[src/rtl/hamming_ecc_pkg.sv]
// Shared types and helpers for the SECDED Hamming codec.
package hamming_ecc_pkg;

  typedef enum logic {
    ECC_ENC = 1'b0,
    ECC_DEC = 1'b1
  } ecc_mode_e;

  typedef struct packed {
    logic sbe;
    logic dbe;
  } ecc_status_t;

  function automatic logic is_pow2(input int v);
    return (v > 0) && ((v & (v - 1)) == 0);
  endfunction

endpackage

[src/rtl/hamming_parity_gen.sv]
// Combinational Hamming parity: parity bit k is the XOR of every data bit whose
// codeword position has bit k set; data fills the non-power-of-two positions.
module hamming_parity_gen
  import hamming_ecc_pkg::*;
#(
  parameter int DW = 512,
  parameter int PW = 10
) (
  input  logic [DW-1:0] data_i,
  output logic [PW-1:0] parity_o
);

  always_comb begin
    int di;
    parity_o = '0;
    di       = 0;
    for (int pos = 1; pos <= DW + PW; pos++) begin
      if (!is_pow2(pos)) begin
        for (int k = 0; k < PW; k++) begin
          if (pos[k]) parity_o[k] = parity_o[k] ^ data_i[di];
        end
        di++;
      end
    end
  end

endmodule

[src/rtl/hamming_secded_codec.sv]
// Two-stage SECDED Hamming encoder/decoder with valid/ready streaming.
// Define HAMMING_ECC_ERR_CNT_EN to build the saturating SBE/DBE counters.
module hamming_secded_codec
  import hamming_ecc_pkg::*;
#(
  parameter int DW = 512,
  parameter int PW = 10,
  parameter int CW = 16
) (
  input  logic          i_clk,
  input  logic          i_rst_n,
  input  logic          i_valid,
  output logic          o_ready,
  input  logic          i_mode,
  input  logic [DW-1:0] i_data,
  input  logic [PW:0]   i_parity,
  output logic          o_valid,
  input  logic          i_ready,
  output logic [DW-1:0] o_data,
  output logic [PW:0]   o_parity,
  output logic [PW-1:0] o_syndrome,
  output logic          o_sbe,
  output logic          o_dbe,
  input  logic          i_cnt_clr,
  output logic [CW-1:0] o_sbe_cnt,
  output logic [CW-1:0] o_dbe_cnt
);

  if ((1 << PW) < DW + PW + 1) begin : g_pw_check
    $error("hamming_secded_codec: PW too small for DW");
  end

  logic          adv;
  logic [PW-1:0] gen_par;

  logic          vld_p1_q;
  ecc_mode_e     mode_p1_q,  mode_p1_d;
  logic [DW-1:0] data_p1_q;
  logic [PW:0]   par_p1_q,   par_p1_d;
  logic [PW-1:0] syn_p1_q,   syn_p1_d;
  logic          ovr_p1_q,   ovr_p1_d;

  logic          vld_p2_q;
  logic [DW-1:0] data_p2_q,  data_p2_d;
  logic [PW:0]   par_p2_q;
  logic [PW-1:0] syn_p2_q;
  ecc_status_t   st_p2_q,    st_p2_d;
  logic [DW-1:0] corr_mask;

  // Both stages move as one; a stalled output freezes the whole pipe.
  assign adv     = !vld_p2_q || i_ready;
  assign o_ready = adv;

  hamming_parity_gen #(.DW(DW), .PW(PW)) u_parity_gen (
    .data_i   (i_data),
    .parity_o (gen_par)
  );

  // ---- stage 1: parity recompute, syndrome, overall check ----
  always_comb begin
    mode_p1_d = ecc_mode_e'(i_mode);
    ovr_p1_d  = (^i_data) ^ (^i_parity);
    if (mode_p1_d == ECC_DEC) begin
      syn_p1_d = gen_par ^ i_parity[PW-1:0];
      par_p1_d = i_parity;
    end else begin
      syn_p1_d = '0;
      par_p1_d = {(^i_data) ^ (^gen_par), gen_par};
    end
  end

  always_ff @(posedge i_clk or negedge i_rst_n) begin
    if (!i_rst_n) begin
      vld_p1_q  <= 1'b0;
      mode_p1_q <= ECC_ENC;
      data_p1_q <= '0;
      par_p1_q  <= '0;
      syn_p1_q  <= '0;
      ovr_p1_q  <= 1'b0;
    end else if (adv) begin
      vld_p1_q  <= i_valid;
      mode_p1_q <= mode_p1_d;
      data_p1_q <= i_data;
      par_p1_q  <= par_p1_d;
      syn_p1_q  <= syn_p1_d;
      ovr_p1_q  <= ovr_p1_d;
    end
  end

  // ---- stage 2: syndrome decode and correction ----
  always_comb begin
    int di;
    corr_mask = '0;
    di        = 0;
    for (int pos = 1; pos <= DW + PW; pos++) begin
      if (!is_pow2(pos)) begin
        if (int'(syn_p1_q) == pos) corr_mask[di] = 1'b1;
        di++;
      end
    end
  end

  // Syndrome 0 or a power of two hits a check bit, so the mask stays zero.
  always_comb begin
    st_p2_d   = '0;
    data_p2_d = data_p1_q;
    if (mode_p1_q == ECC_DEC) begin
      if (ovr_p1_q) begin
        if (int'(syn_p1_q) > DW + PW) begin
          st_p2_d.dbe = 1'b1;
        end else begin
          st_p2_d.sbe = 1'b1;
          data_p2_d   = data_p1_q ^ corr_mask;
        end
      end else if (syn_p1_q != '0) begin
        st_p2_d.dbe = 1'b1;
      end
    end
  end

  always_ff @(posedge i_clk or negedge i_rst_n) begin
    if (!i_rst_n) begin
      vld_p2_q  <= 1'b0;
      data_p2_q <= '0;
      par_p2_q  <= '0;
      syn_p2_q  <= '0;
      st_p2_q   <= '0;
    end else if (adv) begin
      vld_p2_q  <= vld_p1_q;
      data_p2_q <= data_p2_d;
      par_p2_q  <= par_p1_q;
      syn_p2_q  <= syn_p1_q;
      st_p2_q   <= st_p2_d;
    end
  end

  assign o_valid    = vld_p2_q;
  assign o_data     = data_p2_q;
  assign o_parity   = par_p2_q;
  assign o_syndrome = syn_p2_q;
  assign o_sbe      = st_p2_q.sbe;
  assign o_dbe      = st_p2_q.dbe;

`ifdef HAMMING_ECC_ERR_CNT_EN
  logic [CW-1:0] sbe_cnt_q;
  logic [CW-1:0] dbe_cnt_q;
  logic          out_hs;

  assign out_hs = vld_p2_q && i_ready;

  // Clear takes priority over a same-cycle increment.
  always_ff @(posedge i_clk or negedge i_rst_n) begin
    if (!i_rst_n) begin
      sbe_cnt_q <= '0;
      dbe_cnt_q <= '0;
    end else if (i_cnt_clr) begin
      sbe_cnt_q <= '0;
      dbe_cnt_q <= '0;
    end else if (out_hs) begin
      if (st_p2_q.sbe && (sbe_cnt_q != '1)) sbe_cnt_q <= sbe_cnt_q + CW'(1);
      if (st_p2_q.dbe && (dbe_cnt_q != '1)) dbe_cnt_q <= dbe_cnt_q + CW'(1);
    end
  end

  assign o_sbe_cnt = sbe_cnt_q;
  assign o_dbe_cnt = dbe_cnt_q;
`else
  logic unused_cnt_clr;
  assign unused_cnt_clr = i_cnt_clr;
  assign o_sbe_cnt      = {CW{1'b0}};
  assign o_dbe_cnt      = {CW{1'b0}};
`endif

endmodule

[config.mk]
export PLATFORM = sky130hd
export DESIGN_NAME = hamming_secded_codec
export DESIGN_NICKNAME = d
export VERILOG_FILES = /design/src/rtl/hamming_ecc_pkg.sv /design/src/rtl/hamming_parity_gen.sv /design/src/rtl/hamming_secded_codec.sv
export SDC_FILE = /design/constraint.sdc
export NUM_CORES = 2
export LEC_CHECK = 0
export BUFFER_PORTS_ARGS = -buffer_cell sky130_fd_sc_hd__clkbuf_2
export CORE_AREA = 2 2 425 427
export DETAILED_ROUTE_END_ITERATION = 10
export DIE_AREA = 0 0 427 429
export HOLD_SLACK_MARGIN = 0.15
export PLACE_DENSITY = 0.56
export SYNTH_ARGS = -nofsm -noshare
export SYNTH_HDL_FRONTEND = slang
export SYNTH_SLANG_ARGS = --single-unit --ignore-timing --ignore-initial --compat-mode --unroll-limit 50000
[constraint.sdc]
create_clock -name i_clk -period 2.2 [get_ports i_clk]
set_input_delay 0.11 -clock i_clk [delete_from_list [all_inputs] [get_ports i_clk]]
set_output_delay 0.11 -clock i_clk [all_outputs]
set_load 0.005 [all_outputs]
==> summary.txt <==
Floorplanning
  • Core footprint: 178,000 sq um
  • Die area: 183,200 sq um
  • Cell Rows: about 160
  • Initial Util: 31.75%
  • IO Count: around 1,100
  • Die width: around 430 um
  • Die Ht: 429 um

Clock network
  • Root Buffer: clkbuf_16
  • Sink Count: 1,072
  • Worst-path clk slew: 70 ps
  • CTS tree: built
  • CTS Buf Count: ~130
  • Clk_lat worst skew: slightly above 800 ps
  • Bufs on Longest Clock Path: 3
  • Htree depth: 4

Cells and area
  • Final Util: 48.50%
  • P&R area growth vs syn: 52.74%
  • Fillers: 16,996
  • Post-route insts no fill: 11,306
  • Commonest non-fill, non-tap cells in the layout: 2,483 x nand2_1, 1,067 x dfrtp_1, 1,021 x clkbuf_2, 801 x xnor2_1, 789 x buf_4
  • Layout cells sized above 1: 28.29%
  • Total Nets Final: roughly 9,300
  • Most common cell after layout, fill and taps aside: nand2_1
  • Design area: 86,350 sq um

Setup path
  • Reg2reg path depth: 7
  • CP Max Fanout: 2
  • Crit path kind: input port to flip-flop
  • FF-to-FF setup slack: -20 ps
  • Critical R2R Launch: syn_p1_q[7]
  • Worst r2r dst: o_data[343]
  • CP Depth: 15
  • Buf+Inv Stages, Crit Path: 3
  • Worst EP required: 2950 ps
  • Largest delay contributor family on the critical path: XOR/XNOR gates
  • Crit start category: input port
  • Critical Path Slowest Stage Cell: xnor3_1
  • Cell mode on critical path: xnor3_1
  • Crit path largest cell delay: between 400 and 500 ps
  • CP Capture Type: flip-flop
  • Critical Path, Cell by Cell: clkbuf_2, xnor2_1, buf_4, xnor2_2, xnor3_1, xnor3_2, buf_6, xnor2_4, xnor2_2, xnor3_1, xnor3_1, xnor3_1, xnor3_1, a21oi_1, a21o_1
  • Critical path arrival: 3740 ps

Min path
  • Hold Crit Endpoint: data_p1_q[271]
  • Worst hold start: i_data[271]
  • Worst Hold Class: input port to flip-flop
  • Hold Path Depth: 4

STA
  • Slew headroom: between 50% and 60%
  • Tcrit/Tclk final: 136.4%
  • Hold Vio Cnt, Final: 0
  • Setup TNS Final: -4412 ps
  • Setup ws final: -799.9 ps
  • RSZ-0062 raised after global routing: yes
  • Period minus WS final: 3000 ps
  • Final setup viols: 21
  • Tightest Pin Transition: 670.6 ps
  • Skew final: 29.59 ps
  • Hold slack: roughly 180 ps
  • Count of pins over their slew limit: 0
  • Max frequency: 0.3333 GHz

Pwr
  • Cell Pwr Density: 1295 nW/um^2
  • P_int: 69.46 mW
  • Switch share: 37.89%
  • Sw power: 42.38 mW
  • Maximum vdd drop: 3.953 mV
  • Sequential Power Share: 23.3%
  • Logic pwr share: ~56%
  • Leakage: a little over 40 nW
  • Pwr Total: 111.8 mW
  • Clock power frac: 20.5%

Logic synthesis
  • Mapped Cells: 6,275
  • Distinct cells, synth: 35
  • Share of async-settable or async-resettable flops after synthesis: 100.0%
  • Top_reg_cell synth: dfrtp_1
  • Synth area leader: dfrtp_1
  • Cell area after synthesis: 56,530 sq um
  • Seq/Total Area, Yosys: 47.45%
  • Synth top area share: 47.45%
  • Seq cells post-synth: about 1,100
  • Number of flops mapped to enable cells by yosys: 0
  • Yosys Warn Count: 0
  • Syn avg cell area: 9.009 sq um
  • Synth area leaders: dfrtp_1 47%, nand2_1 17%, xnor2_1 15%, xor2_1 6.7%, o21ai_0 4.6%

Global routing
  • Initial antenna violation count: 84
  • Largest net degree at the start of global routing: 138
  • Vias in the first global route: 54,692
  • Remaining global-route overflow: 0
  • First-pass GRT wire length: 434,900 um
  • GRT Total Usage: 34.41%

Routing
  • Final wirelength: 321,400 um
  • Via Count: roughly 55,000
  • Pre-Repair DR Iteration Count: 7
  • Antenna viol nets, final: 0
  • Number of DRC markers in iteration 0: 5,083
  • Routed vias/inst: 4.890
  • WL/cell: roughly 28 um
  • DR DRC count: 0

Placed design
  • DP Area: 72,420 sq um
  • Dpl cells: 10,300
  • Pre-CTS WS: -1927 ps
  • RD Place Congestion: about 1
  • DP Wirelength: 244,400 um
  • IO buf count: 1,064

Outcome
  • Status: complete, but fails checks
  • Failing checks: negative setup slack

Flow run
  • Max_cap viols: 0
## layer usage
metal / wire, um / vias to the layer above / track usage (%)
met5: 55 / - / 0
met4: 23680 / 8 / 20.83
met3: 22800 / 751 / 6.139
met2: 147200 / 2617 / 54.63
met1: 127700 / 27366 / 43.50
li1: - / 24539 / -
## worst max path at each step
stage          slack, ps        start            to
2_1_floorplan       -990  i_data[479]  par_p1_q[10]
3_3_place_gp       -2060   i_data[28]  par_p1_q[10]
3_5_place_dp       -1930  i_data[126]  par_p1_q[10]
4_1_cts             -720  i_data[469]  par_p1_q[10]
5_1_grt             -800  i_data[290]  par_p1_q[10]
6_report            -800  i_data[290]  par_p1_q[10]
## final cells by class
| type | instances | area, sq um | area share [%] |
|---|---|---|---|
| timing repair inverter | 1 | 8.758 | 0.01014 |
| multi-input combinational | 4876 | 30520 | 35.34 |
| tap | 2355 | 2947 | 3.412 |
| clock inverter | 43 | 541.8 | 0.6274 |
| inverter | 2 | 23.77 | 0.02753 |
| timing repair buffer | 2702 | 21390 | 24.77 |
| clock buffer | 192 | 3938 | 4.560 |
| sequential | 1072 | 26830 | 31.07 |
| antenna | 63 | 157.7 | 0.1826 |
## timing repair
| action | CTS | global route |
|---|---|---|
| hold buffers | 689 | 0 |
| setup endpoints to repair | 61 | 146 |
| pin swaps | 66 | 73 |
| setup buffers | 18 | 17 |
| hold endpoints to repair | 1627 | 0 |
| gates cloned | 2 | 0 |
| resized for setup | 200 | 197 |
## synth_stat cells, types with 3 or more instances
| library cell | n |
|---|---|
| a21oi_1 | 9 |
| buf_1 | 7 |
| buf_4 | 33 |
| clkbuf_1 | 315 |
| dfrtp_1 | 1072 |
| mux2i_1 | 4 |
| nand2_1 | 2486 |
| nand2b_1 | 5 |
| nand3_1 | 10 |
| nor2_1 | 241 |
| nor2b_1 | 9 |
| nor3_1 | 15 |
| o21ai_0 | 524 |
| o31ai_1 | 7 |
| xnor2_1 | 969 |
| xnor2_2 | 3 |
| xnor3_1 | 109 |
| xnor3_2 | 3 |
| xor2_1 | 433 |
## worst reg2reg max path, stage by stage (launching register included)
cell and delay [ps]:
dfrtp_1 380, buf_4 200, nand2b_1 310, nor2_2 290, buf_4 330, nand2_1 170
xor2_2 290, o21ai_0 120
## registers in the layout, summed over array words and instances, names as in the netlist
| signal | count |
|---|---|
| par_p1_q | 11 |
| o_data | 512 |
| o_sbe | 1 |
| o_syndrome | 10 |
| o_dbe | 1 |
| vld_p1_q | 1 |
| ovr_p1_q | 1 |
| syn_p1_q | 10 |
| data_p1_q | 512 |
| o_valid | 1 |
| o_parity | 11 |
| mode_p1_q | 1 |
## cell families (layout without fill, tap and decap cells)
| kind of cell | count (synthesis) | in the layout | synth area share (%) |
|---|---|---|---|
| AND/OR/NAND/NOR | 2775 | 2775 | 18.59 |
| XOR/XNOR | 1520 | 1520 | 26.40 |
| flip-flops | 1072 | 1072 | 47.45 |
| AO/OA/AOI/OAI | 545 | 545 | 4.878 |
| buffers and inverters | 358 | 2940 | 2.598 |
| multiplexers | 4 | 4 | 0.07082 |
| other | 1 | 95 | 0.006633 |
## power groups by stage
stage / Combinational, mW / Sequential [mW] / Clock, mW
floorplan: 25.8 / 25.5 / 0
detailed placement: 49.6 / 26.2 / 0
finish: 62.9 / 26.0 / 22.9
global route: 64.7 / 26.3 / 23.9
global placement: 49.6 / 26.1 / 0
CTS: 58.2 / 25.9 / 23.1
No activity file was read; power rests on OpenSTA's default activity.
